[src/rtl/fetch_pkg.sv]
`default_nettype none
// ============================================================================
// Module      : fetch_pkg
// Description : Shared constants, types and helpers for the fetch global
//               history register (GHR) speculation logic.
// Revision    : 1.0 - initial release
// ============================================================================
package fetch_pkg;

    localparam int GHR_WIDTH  = 8;
    localparam int CKPT_DEPTH = 8;
    localparam int TAG_W      = $clog2(CKPT_DEPTH);

    typedef logic [GHR_WIDTH-1:0] ghr_t;
    typedef logic [TAG_W-1:0]     ckpt_tag_t;
    typedef logic [TAG_W:0]       ckpt_cnt_t;

    // Shift one branch outcome into the youngest end of a history value.
    // The oldest bit falls off the top through the truncating cast.
    function automatic ghr_t ghr_shift(input ghr_t hist, input logic dir);
        return ghr_t'({hist, dir});
    endfunction

endpackage
`default_nettype wire

[src/rtl/fetch_ghr_ckpt_ram.sv]
`default_nettype none
// ============================================================================
// Module      : fetch_ghr_ckpt_ram
// Description : CKPT_DEPTH x GHR_WIDTH checkpoint store. One synchronous
//               write port, one asynchronous read port. Contents are not
//               reset; liveness is tracked by the pointers in the parent.
// Revision    : 1.0 - initial release
// ============================================================================
module fetch_ghr_ckpt_ram
    import fetch_pkg::*;
(
    input  logic                 clk,
    input  logic                 i_wen,
    input  logic [TAG_W-1:0]     i_waddr,
    input  logic [GHR_WIDTH-1:0] i_wdata,
    input  logic [TAG_W-1:0]     i_raddr,
    output logic [GHR_WIDTH-1:0] o_rdata
);

    ghr_t mem_q [CKPT_DEPTH];

    // Capture the pre-branch history into the allocated slot.
    always_ff @(posedge clk) begin
        if (i_wen) begin
            mem_q[i_waddr] <= i_wdata;
        end
    end

    // Recovery needs the checkpoint in the same cycle as the mispredict.
    assign o_rdata = mem_q[i_raddr];

endmodule
`default_nettype wire

[src/rtl/fetch_ghr_spec.sv]
`default_nettype none
// ============================================================================
// Module      : fetch_ghr_spec
// Description : Speculative update and recovery controller for the fetch
//               GHR. Shifts predicted directions into the history,
//               checkpoints the pre-branch history in a circular buffer and
//               restores it (with the resolved direction) on a mispredict.
// Revision    : 1.0 - initial release
// ============================================================================
module fetch_ghr_spec
    import fetch_pkg::*;
(
    input  logic                 clk,
    input  logic                 resetn,
    input  logic [GHR_WIDTH-1:0] i_ghr_rdata,
    output logic                 o_ghr_wen,
    output logic [GHR_WIDTH-1:0] o_ghr_wdata,
    input  logic                 i_pred_valid,
    input  logic                 i_pred_taken,
    output logic                 o_pred_ready,
    output logic [TAG_W-1:0]     o_pred_tag,
    input  logic                 i_cmt_valid,
    input  logic                 i_mis_valid,
    input  logic [TAG_W-1:0]     i_mis_tag,
    input  logic                 i_mis_taken,
    output logic [TAG_W:0]       o_ckpt_count,
    output logic                 o_empty,
    output logic                 o_full
);

    localparam ckpt_cnt_t CNT_FULL = ckpt_cnt_t'(CKPT_DEPTH);
    localparam ckpt_tag_t TAG_ONE  = ckpt_tag_t'(1);

    ckpt_tag_t wptr_q, wptr_d;
    ckpt_tag_t rptr_q, rptr_d;
    ckpt_cnt_t count_q, count_d;

    logic      empty;
    logic      full;
    logic      pred_ready;
    logic      do_alloc;
    logic      do_commit;
    logic      do_mis;
    ghr_t      ckpt_rdata;
    ckpt_tag_t mis_span_raw;
    ckpt_cnt_t mis_span;

    // Checkpoint storage: written on every accepted prediction, read by tag
    // on a mispredict.
    fetch_ghr_ckpt_ram u_ckpt_ram (
        .clk     (clk),
        .i_wen   (do_alloc),
        .i_waddr (wptr_q),
        .i_wdata (i_ghr_rdata),
        .i_raddr (i_mis_tag),
        .o_rdata (ckpt_rdata)
    );

    // Status and handshake decode; full/empty always reflect the count
    // before this cycle's updates.
    always_comb begin
        empty      = (count_q == '0);
        full       = (count_q == CNT_FULL);
        // A mispredict owns the GHR write port, so it blocks allocation.
        pred_ready = resetn && !full && !i_mis_valid;
        do_alloc   = i_pred_valid && pred_ready;
        do_commit  = resetn && i_cmt_valid && !empty;
        do_mis     = resetn && i_mis_valid;
        // Entries from rptr up to and including the mispredicted tag
        // survive. A zero modular distance can only mean the buffer was
        // full and the youngest entry mispredicted, so all entries stay.
        mis_span_raw = i_mis_tag + TAG_ONE - rptr_q;
        mis_span     = (mis_span_raw == '0) ? CNT_FULL
                                            : ckpt_cnt_t'(mis_span_raw);
    end

    // GHR write port: recovery from the checkpoint takes precedence over
    // the speculative shift.
    always_comb begin
        o_ghr_wen   = do_mis || do_alloc;
        o_ghr_wdata = ghr_shift(i_ghr_rdata, i_pred_taken);
        if (do_mis) begin
            o_ghr_wdata = ghr_shift(ckpt_rdata, i_mis_taken);
        end
    end

    // Next-state for the circular buffer pointers and occupancy.
    always_comb begin
        wptr_d  = wptr_q;
        rptr_d  = rptr_q;
        count_d = count_q;
        if (!resetn) begin
            wptr_d  = '0;
            rptr_d  = '0;
            count_d = '0;
        end else begin
            if (do_mis) begin
                // Drop everything younger than the mispredicted branch.
                wptr_d  = i_mis_tag + TAG_ONE;
                count_d = mis_span - ckpt_cnt_t'(do_commit);
            end else begin
                if (do_alloc) begin
                    wptr_d = wptr_q + TAG_ONE;
                end
                count_d = count_q + ckpt_cnt_t'(do_alloc)
                                  - ckpt_cnt_t'(do_commit);
            end
            if (do_commit) begin
                rptr_d = rptr_q + TAG_ONE;
            end
        end
    end

    // Pointer and count registers; reset is folded into the next-state logic.
    always_ff @(posedge clk) begin
        wptr_q  <= wptr_d;
        rptr_q  <= rptr_d;
        count_q <= count_d;
    end

    assign o_pred_ready = pred_ready;
    assign o_pred_tag   = wptr_q;
    assign o_ckpt_count = count_q;
    assign o_empty      = empty;
    assign o_full       = full;

endmodule
`default_nettype wire

[config.mk]
export PLATFORM = sky130hd
export DESIGN_NAME = fetch_ghr_spec
export DESIGN_NICKNAME = d
export VERILOG_FILES = /design/src/rtl/fetch_pkg.sv /design/src/rtl/fetch_ghr_ckpt_ram.sv /design/src/rtl/fetch_ghr_spec.sv
export SDC_FILE = /design/constraint.sdc
export NUM_CORES = 1
export LEC_CHECK = 0
export CORE_ASPECT_RATIO = 1.25
export CORE_MARGIN = 1
export CORE_UTILIZATION = 40
export CTS_CLUSTER_SIZE = 8
export DETAILED_ROUTE_END_ITERATION = 12
export GPL_ROUTABILITY_DRIVEN = 0
export PLACE_DENSITY_LB_ADDON = 0.08
export SYNTH_ARGS = -nofsm -noshare
export SYNTH_HDL_FRONTEND = slang
export SYNTH_HIERARCHICAL = 1
export SYNTH_SLANG_ARGS = --single-unit
[constraint.sdc]
create_clock -name clk -period 5.54 [get_ports clk]
set_input_delay 0.554 -clock clk [delete_from_list [all_inputs] [get_ports clk]]
set_output_delay 0.554 -clock clk [all_outputs]
set_load 0.01 [all_outputs]
Word level (Yosys, flattened, before mapping)
Memories as Yosys holds them, arrays and structs flattened.
Index checks and enable logic that the tools add are counted.

cells by class
  multiply operators = 0
  reduce and logical (&&, ||, !) cells = 13
  bitwise gates (word level) = 0
  equality and inequality tests = 1
  add/sub/neg operators = 7
  order comparisons = 0
  shift operators = 0
  div/mod/pow operators = 0
  multiplexer cells = 7

operators with widths
  kind                                          count
  adder 3 x 1 -> 3 bit (second input constant)  3
  2-to-1 mux 4 bit                              2
  2-to-1 mux 8 bit                              1
  subtractor 4 x 1 -> 4 bit                     2
  logical AND 1 bit                             6
  2-to-1 mux 3 bit                              2
  adder 4 x 1 -> 4 bit                          1
  equality test 4 bit (second input constant)   1
  logical NOT 4 bit                             1
  logical NOT 1 bit                             3
  logical NOT 3 bit                             1
  subtractor 3 bit                              1
  2-to-1 mux 1 bit                              2
  nonzero test 2 bit                            1
  logical OR 1 bit                              1

word-level totals
  bits in read-only memories = 0
  output and inout port bits = 19
  flip-flop bits (word level) = 10
  latch bits = 0
  RAM bits = 64
  memories = 1
  logic and storage cells = 32
  input port bits = 18

memories
  name              depth  width  rd ports  clocked after Yosys merged registers in  wr ports  RTL line                  source
  u_ckpt_ram.mem_q  8      8      1         0                                        1         fetch_ghr_ckpt_ram.sv:20  ghr_t mem_q [CKPT_DEPTH];

Logic depth before layout (Yosys ltp)
Gate-level depths: netlist (run 1).

  depth after elaboration = 8
  gate-level depth with buffers = 12
  mapped depth without buffers = 11

Modules after synthesis
The synthesis (run 1) kept the hierarchy.

modules (own cells, without submodules)
  module              cells an instance  times used  area each (um^2)  seq. area each (um^2)
  fetch_ghr_ckpt_ram  106                1           2,531.2           1,921.8
  fetch_ghr_spec      94                 1           870.8             200.2

Worst setup path before layout (run 1)
Ideal clock, no wire load.

  path type = reg-to-reg
  start = register count_q[2], in the netlist o_ckpt_count[2]
  end = register count_q[1], in the netlist o_ckpt_count[1]
  stages on the path, launching flop included = 13
  setup time = 115 ps
  arrival time = 2,493 ps
  required time = 5,425 ps
  slack = 2,932 ps
  path through = dfxtp_1 inv_1 ha_1 nor3b_2 or3b_1 buf_6 ha_1 inv_1 ha_1 inv_1 fa_1 mux2i_1 and2_1

between the ends
  longest elaborated chain between the ends = 8
  elaborated cells on any way between the ends = 12
  classes of those cells = 3 x add/sub; 1 x eq/ne; 1 x mux; 7 x reduce/logical

ends and longest elaborated chain
  item                            RTL line               source
  start: declaration              fetch_ghr_spec.sv:36   ckpt_cnt_t count_q, count_d;
  start signal: assignment        fetch_ghr_spec.sv:118  count_q <= count_d;
  equality test 4 bit             fetch_ghr_spec.sv:63   full = (count_q == CNT_FULL);
  net o_full                      fetch_ghr_spec.sv:28   output logic o_full
  logical NOT 1 bit               fetch_ghr_spec.sv:65   pred_ready = resetn && !full && !i_mis_valid;
  logical AND 1 bit (2 in a row)  fetch_ghr_spec.sv:65
  logical AND 1 bit               fetch_ghr_spec.sv:66   do_alloc = i_pred_valid && pred_ready;
  adder 4 x 1 -> 4 bit            fetch_ghr_spec.sv:105  count_d = count_q + ckpt_cnt_t'(do_alloc)
  subtractor 4 x 1 -> 4 bit       fetch_ghr_spec.sv:106  - ckpt_cnt_t'(do_commit);
  2-to-1 mux 4 bit                fetch_ghr_spec.sv:97   if (do_mis) begin

The timed path passes the listed nets, and every way through them passes these cells.
A chain may end at the register's enable or synchronous reset.

Worst setup path in the final report (run 1)
  start = input port i_mis_tag[0]
  end = output port o_ghr_wdata[2]

between the ends
  longest elaborated chain between the ends = 2

ends and longest elaborated chain
  item                     RTL line              source
  start: declaration       fetch_ghr_spec.sv:24  input logic [TAG_W-1:0] i_mis_tag,
  memory read (8 x 8 bit)  --
  net ckpt_rdata[1]        fetch_ghr_spec.sv:44  ghr_t ckpt_rdata;
  2-to-1 mux 8 bit         fetch_ghr_spec.sv:82  if (do_mis) begin
  end: declaration         fetch_ghr_spec.sv:17  output logic [GHR_WIDTH-1:0] o_ghr_wdata,

The timed path passes the listed nets, and every way through them passes these cells.

==> results of run 1 <==
[cell type report]
cell class / instances / share of cell area
Tap cell: 92 / 0.0313
Inverter: 11 / 0.0126
Timing Repair Buffer: 37 / 0.0993
Clock buffer: 13 / 0.0432
Multi-Input combinational cell: 102 / 0.298
Clock inverter: 3 / 0.00408
Sequential cell: 66 / 0.512
[registers in the layout, indices dropped and copies added, names as in the netlist]
name	flops
u_ckpt_ram/mem_q	56
o_pred_tag	3
rptr_q	3
o_ckpt_count	4
[worst max-delay path: cells and delay by family]
| kind | cells | cell delay (ps) |
|---|---|---|
| buffers and inverters | 2 | 1640 |
| muxes | 3 | 1240 |
[power groups by stage]
stage / logic [mW] / clock network [mW] / registers [mW]
floorplan: 0.143 / 0 / 0.589
global placement: 0.237 / 0 / 0.585
detailed placement: 0.243 / 0 / 0.586
CTS: 0.244 / 0.360 / 0.576
global route: 0.269 / 0.381 / 0.579
finish: 0.239 / 0.350 / 0.576
[layer usage]
| metal | global-route usage | up-vias |
|---|---|---|
| met4 | 0.0797 | 0 |
| met1 | 0.181 | 854 |
| met2 | 0.284 | 44 |
| li1 | - | 793 |
| met5 | 0 | - |
| met3 | 0.0364 | 16 |
[cell usage in the layout, fill, tap and decap left out, types with 3 or more instances in the layout]
master and instances:
mux4_1 13, nand2b_1 4, xor2_1 3, clkdlybuf4s50_1 35
nand2_1 12, dfxtp_1 10, clkinv_2 3, ha_1 12
mux2_1 8, nor2_1 9, clkbuf_8 11, mux2_2 7
inv_1 10, and2_1 3, xnor2_1 5, edfxtp_1 56
[worst min-delay path by stage]
stage / end / depth (start not counted) / slack, ps / startpoint
after floorplan: rptr_q[1] / 2 / 450 / rptr_q[1]
after global placement: rptr_q[1] / 2 / 470 / rptr_q[1]
after detailed placement: rptr_q[1] / 2 / 480 / rptr_q[1]
after CTS: rptr_q[1] / 2 / 490 / rptr_q[1]
after global routing: rptr_q[1] / 2 / 510 / rptr_q[1]
final: rptr_q[1] / 2 / 490 / rptr_q[1]
==> flow_metrics.py, run 1 <==
metrics = {
    "clock_network": {
        "cts_made_buffers": 9,
        "cts_max_level": 3,
        "root_buffer": "clkbuf_8",
        "clk_latency_ps": 330,
        "postCtsHoldBufs": 0,
        "post_cts_buffers": 0,
        "clock-sinks": 66,
        "cts_tree": "done",
        "clock_path_buffers": 2,
        "path_clk_slew_ps": 60,
        "cts_resized": 0,
    },
    "cells_and_area": {
        "multi_input_area_mm2": 0.00110,
        "drive_gt1_frac": 0.121,
        "ff_latch_area_mm2": 0.00188,
        "fin_util": 0.494,
        "areaGrowthSynthToFinish_pct": 18.7,
        "final_cells": 324,
        "fillers": 677,
        "finish.instance_area_mm2": 0.00368,
        "diodes": 0,
        "nets": 259,
    },
    "sta": {
        "rsz0062_at_grt": "false",
        "setup_viol": 0,
        "fin_ws_ps": 1540,
        "max_clock_freq_mhz": 250,
        "finalHoldViolations": 0,
        "fin_crit_ps": 4000,
        "tightest_slew_ps": 1040,
        "min_period_over_period": 0.722,
        "whs_ps": 486,
        "clock_skew_ps": 7.06,
        "slew_violations": 0,
        "fin_setup_tns_ps": 0,
        "slew-limit-headroom": 0.306,
    },
    "drt": {
        "wl_met3_um": 255,
        "drtPass1Iterations": 4,
        "drtAntennaViolNets": 0,
        "wl_met2_um": 3080,
        "via_per_inst": 5.27,
        "num_vias": 1707,
        "wl_per_cell_um": 18.0,
        "wirelength_um": 5840,
        "dr.max_layer_used": "met4",
        "drc": 0,
        "wl_met1_um": 2370,
        "drt_iter0_drc": 140,
    },
    "worst_setup_path": {
        "rrSetupSlack_ps": 2800,
        "reg2regPathDepth": 11,
        "required_ps": 4990,
        "cp-end-kind": "output port",
        "regToRegStartpoint": "o_ckpt_count[2]",
        "crit_fanout": 17,
        "crit_type": "primary input to output port",
        "cpPeakStageDelay_ps": 1150,
        "crit_end": "o_ghr_wdata[2]",
        "reg2reg_to": "o_ckpt_count[1]",
        "startpoint": "i_mis_tag[0]",
        "cp-start-kind": "primary input",
        "cpMostUsedCell": "clkdlybuf4s50_1",
        "crit_arrival_ps": 3450,
        "crit_slowest_cell": "clkdlybuf4s50_1",
        "path_cells": "clkdlybuf4s50_1, mux4_1, mux2_2, mux2_1, clkdlybuf4s50_1",
    },
    "placement": {
        "placed_cells": 308,
        "port_buffers": 35,
        "place_ws_ps": 1520,
        "dp_hpwl_um": 3980,
        "placed_area_mm2": 0.00350,
    },
    "floorplan": {
        "die_w_um": 80.7,
        "coreArea_mm2": 0.00744,
        "start_util": 0.416,
        "die_h_um": 100,
        "die_area_mm2": 0.00810,
        "rows": 35,
        "io-pin-count": 37,
    },
    "pwr": {
        "seq_power_share": 0.494,
        "p_sw_mw": 0.294,
        "combPwrFrac": 0.205,
        "leakagePower_nw": 1.33,
        "p_int_mw": 0.871,
        "p_per_area_mw_per_mm2": 317,
        "power_mw": 1.17,
        "p_clk_frac": 0.300,
        "p_sw_frac": 0.252,
        "ir_worst_vdd_v": 0.000140,
    },
    "grt": {
        "grt_overflow": 0,
        "grt_first_pass_wirelength_um": 9210,
        "first_global_vias": 1830,
        "grt_max_degree": 18,
        "antenna_found_initial": 0,
        "grt_use_total": 0.161,
    },
    "outcome": {
        "status": "finished, final reports clean",
    },
    "synth": {
        "synth_area_mm2": 0.00310,
        "synth_fp_nets": 221,
        "syn_inst": 189,
        "ys_warn_count": 6,
        "syn_avg_cell_area_um2": 16.4,
    },
    "job": {
        "max-cap-violations": 0,
    },
    "hold_path": {
        "hold_path_class": "register to register",
    },
}
(Power assumes the default switching activity.)
==> run 2, diff against run 1 <==
==> constraint.sdc (replaced) <==
create_clock -name clk -period 3.65 [get_ports clk]
set_input_delay 0.365 -clock clk [delete_from_list [all_inputs] [get_ports clk]]
set_output_delay 0.365 -clock clk [all_outputs]
set_load 0.01 [all_outputs]
==> flow_metrics.py, run 2 (synthesized netlist as in run 1, its figures left out) <==
metrics = {
    "cells_and_area": {
        "drive_gt1_frac": 0.152,
        "largest_reg_flops": 56,
        "nets": 271,
        "diodes": 0,
        "areaGrowthSynthToFinish_pct": 21.8,
        "mostFrequentLayoutCells": "edfxtp_1, clkdlybuf4s50_1, buf_4",
        "regMostFlops": "u_ckpt_ram/mem_q",
        "final_common_cell": "edfxtp_1",
    },
    "grt": {
        "grt_util_met3": 0.0482,
        "met2_usage": 0.310,
        "grt_first_pass_wirelength_um": 9580,
        "grt_max_degree": 18,
        "antenna_found_initial": 0,
        "grt_overflow": 0,
        "met1_usage": 0.189,
        "grt-busiest-layer": "met2",
        "grt_use_total": 0.172,
        "first_global_vias": 1868,
    },
    "drt": {
        "wirelength_um": 6100,
        "drtPass1Iterations": 4,
        "num_vias": 1718,
        "drc": 0,
        "via_per_inst": 5.11,
        "drt_iter0_drc": 113,
        "wl_per_cell_um": 18.2,
        "drtAntennaViolNets": 0,
    },
    "clock_network": {
        "path_clk_slew_ps": 60,
        "clock-sinks": 66,
        "root_buffer": "clkbuf_8",
        "cts_made_buffers": 9,
        "post_cts_buffers": 0,
        "clk_latency_ps": 330,
        "cts_resized": 0,
        "clock_path_buffers": 2,
        "postCtsHoldBufs": 0,
        "cts_tree": "done",
        "cts_max_level": 3,
    },
    "worst_setup_path": {
        "cp-start-kind": "primary input",
        "reg2regPathDepth": 11,
        "rrSetupSlack_ps": 910,
        "regToRegStartpoint": "o_ckpt_count[2]",
        "crit_type": "primary input to output port",
        "startpoint": "i_mis_tag[0]",
        "crit_arrival_ps": 2790,
        "crit_fanout": 17,
        "cp-end-kind": "output port",
        "required_ps": 3280,
        "reg2reg_to": "o_ckpt_count[2]",
        "crit_end": "o_ghr_wdata[2]",
    },
    "hold_path": {
        "hold_path_class": "register to register",
        "holdPathStages": 2,
    },
    "floorplan": {
        "rows": 35,
        "io-pin-count": 37,
        "coreArea_mm2": 0.00744,
        "die_h_um": 100,
        "start_util": 0.416,
        "die_w_um": 80.7,
        "die_area_mm2": 0.00810,
    },
    "pwr": {
        "p_per_area_mw_per_mm2": 481,
        "leakagePower_nw": 1.39,
        "ir_worst_vdd_v": 0.000245,
        "power_mw": 1.82,
    },
    "sta": {
        "setup_viol": 0,
        "fin_crit_ps": 3150,
        "min_period_over_period": 0.863,
        "clock_skew_ps": 4.34,
        "slew-limit-headroom": 0.569,
        "fin_setup_tns_ps": 0,
        "rsz0062_at_grt": "false",
        "slew_violations": 0,
        "tightest_slew_ps": 645,
        "max_clock_freq_mhz": 317,
        "finalHoldViolations": 0,
    },
    "placement": {
        "dp_hpwl_um": 4140,
        "port_buffers": 35,
    },
    "outcome": {
        "status": "finished, final reports clean",
    },
    "job": {
        "max-cap-violations": 0,
    },
}
[run 2: how the worst min path moves through the flow]
| stage | start | slack (ps) | endpoint |
|---|---|---|---|
| CTS | rptr_q[1] | 490 | rptr_q[1] |
| floorplan | rptr_q[1] | 450 | rptr_q[1] |
| global placement | rptr_q[1] | 470 | rptr_q[1] |
| finish | rptr_q[1] | 490 | rptr_q[1] |
| global route | rptr_q[1] | 540 | rptr_q[1] |
| detailed placement | rptr_q[1] | 480 | rptr_q[1] |
[run 2: cell type report]
type,count,area [um^2]
Tap cell,92,115
Multi-Input combinational cell,102,1100
Inverter,11,46.3
Sequential cell,66,1880
Fill cell,664,3670
Clock buffer,12,135
Timing Repair Buffer,49,455
Clock inverter,4,42.5
[run 2: power breakdown]
| part | switching (mW) | total, mW | leakage, nW | internal [mW] |
|---|---|---|---|---|
| combinational | 0.171 | 0.378 | 0.716 | 0.207 |
| sequential | 0.0277 | 0.874 | 0.587 | 0.847 |
| clock | 0.253 | 0.563 | 0.0894 | 0.311 |
[run 2: worst max-delay path, stage by stage]
cell	delay, ps
clkdlybuf4s50_1	460
buf_4	300
mux4_1	600
mux2_2	270
mux2_1	310
clkdlybuf4s50_1	480
[run 2: layer usage]
metal | wire length, um | share of wire
met1 | 2480 | 0.41
met3 | 194 | 0.032
met5 | 0 | 0
met4 | 63 | 0.010
met2 | 3370 | 0.55
[run 2: metrics by stage]
stage,hold slack (ps),setup slack (ps),instances,utilization,instance area [um^2]
after floorplan,453,1040,189,-,3100
after global placement,466,511,320,0.483,3590
after detailed placement,481,488,320,0.483,3590
after CTS,491,482,336,0.507,3770
after global routing,542,424,336,0.507,3770
final,485,498,336,0.507,3770
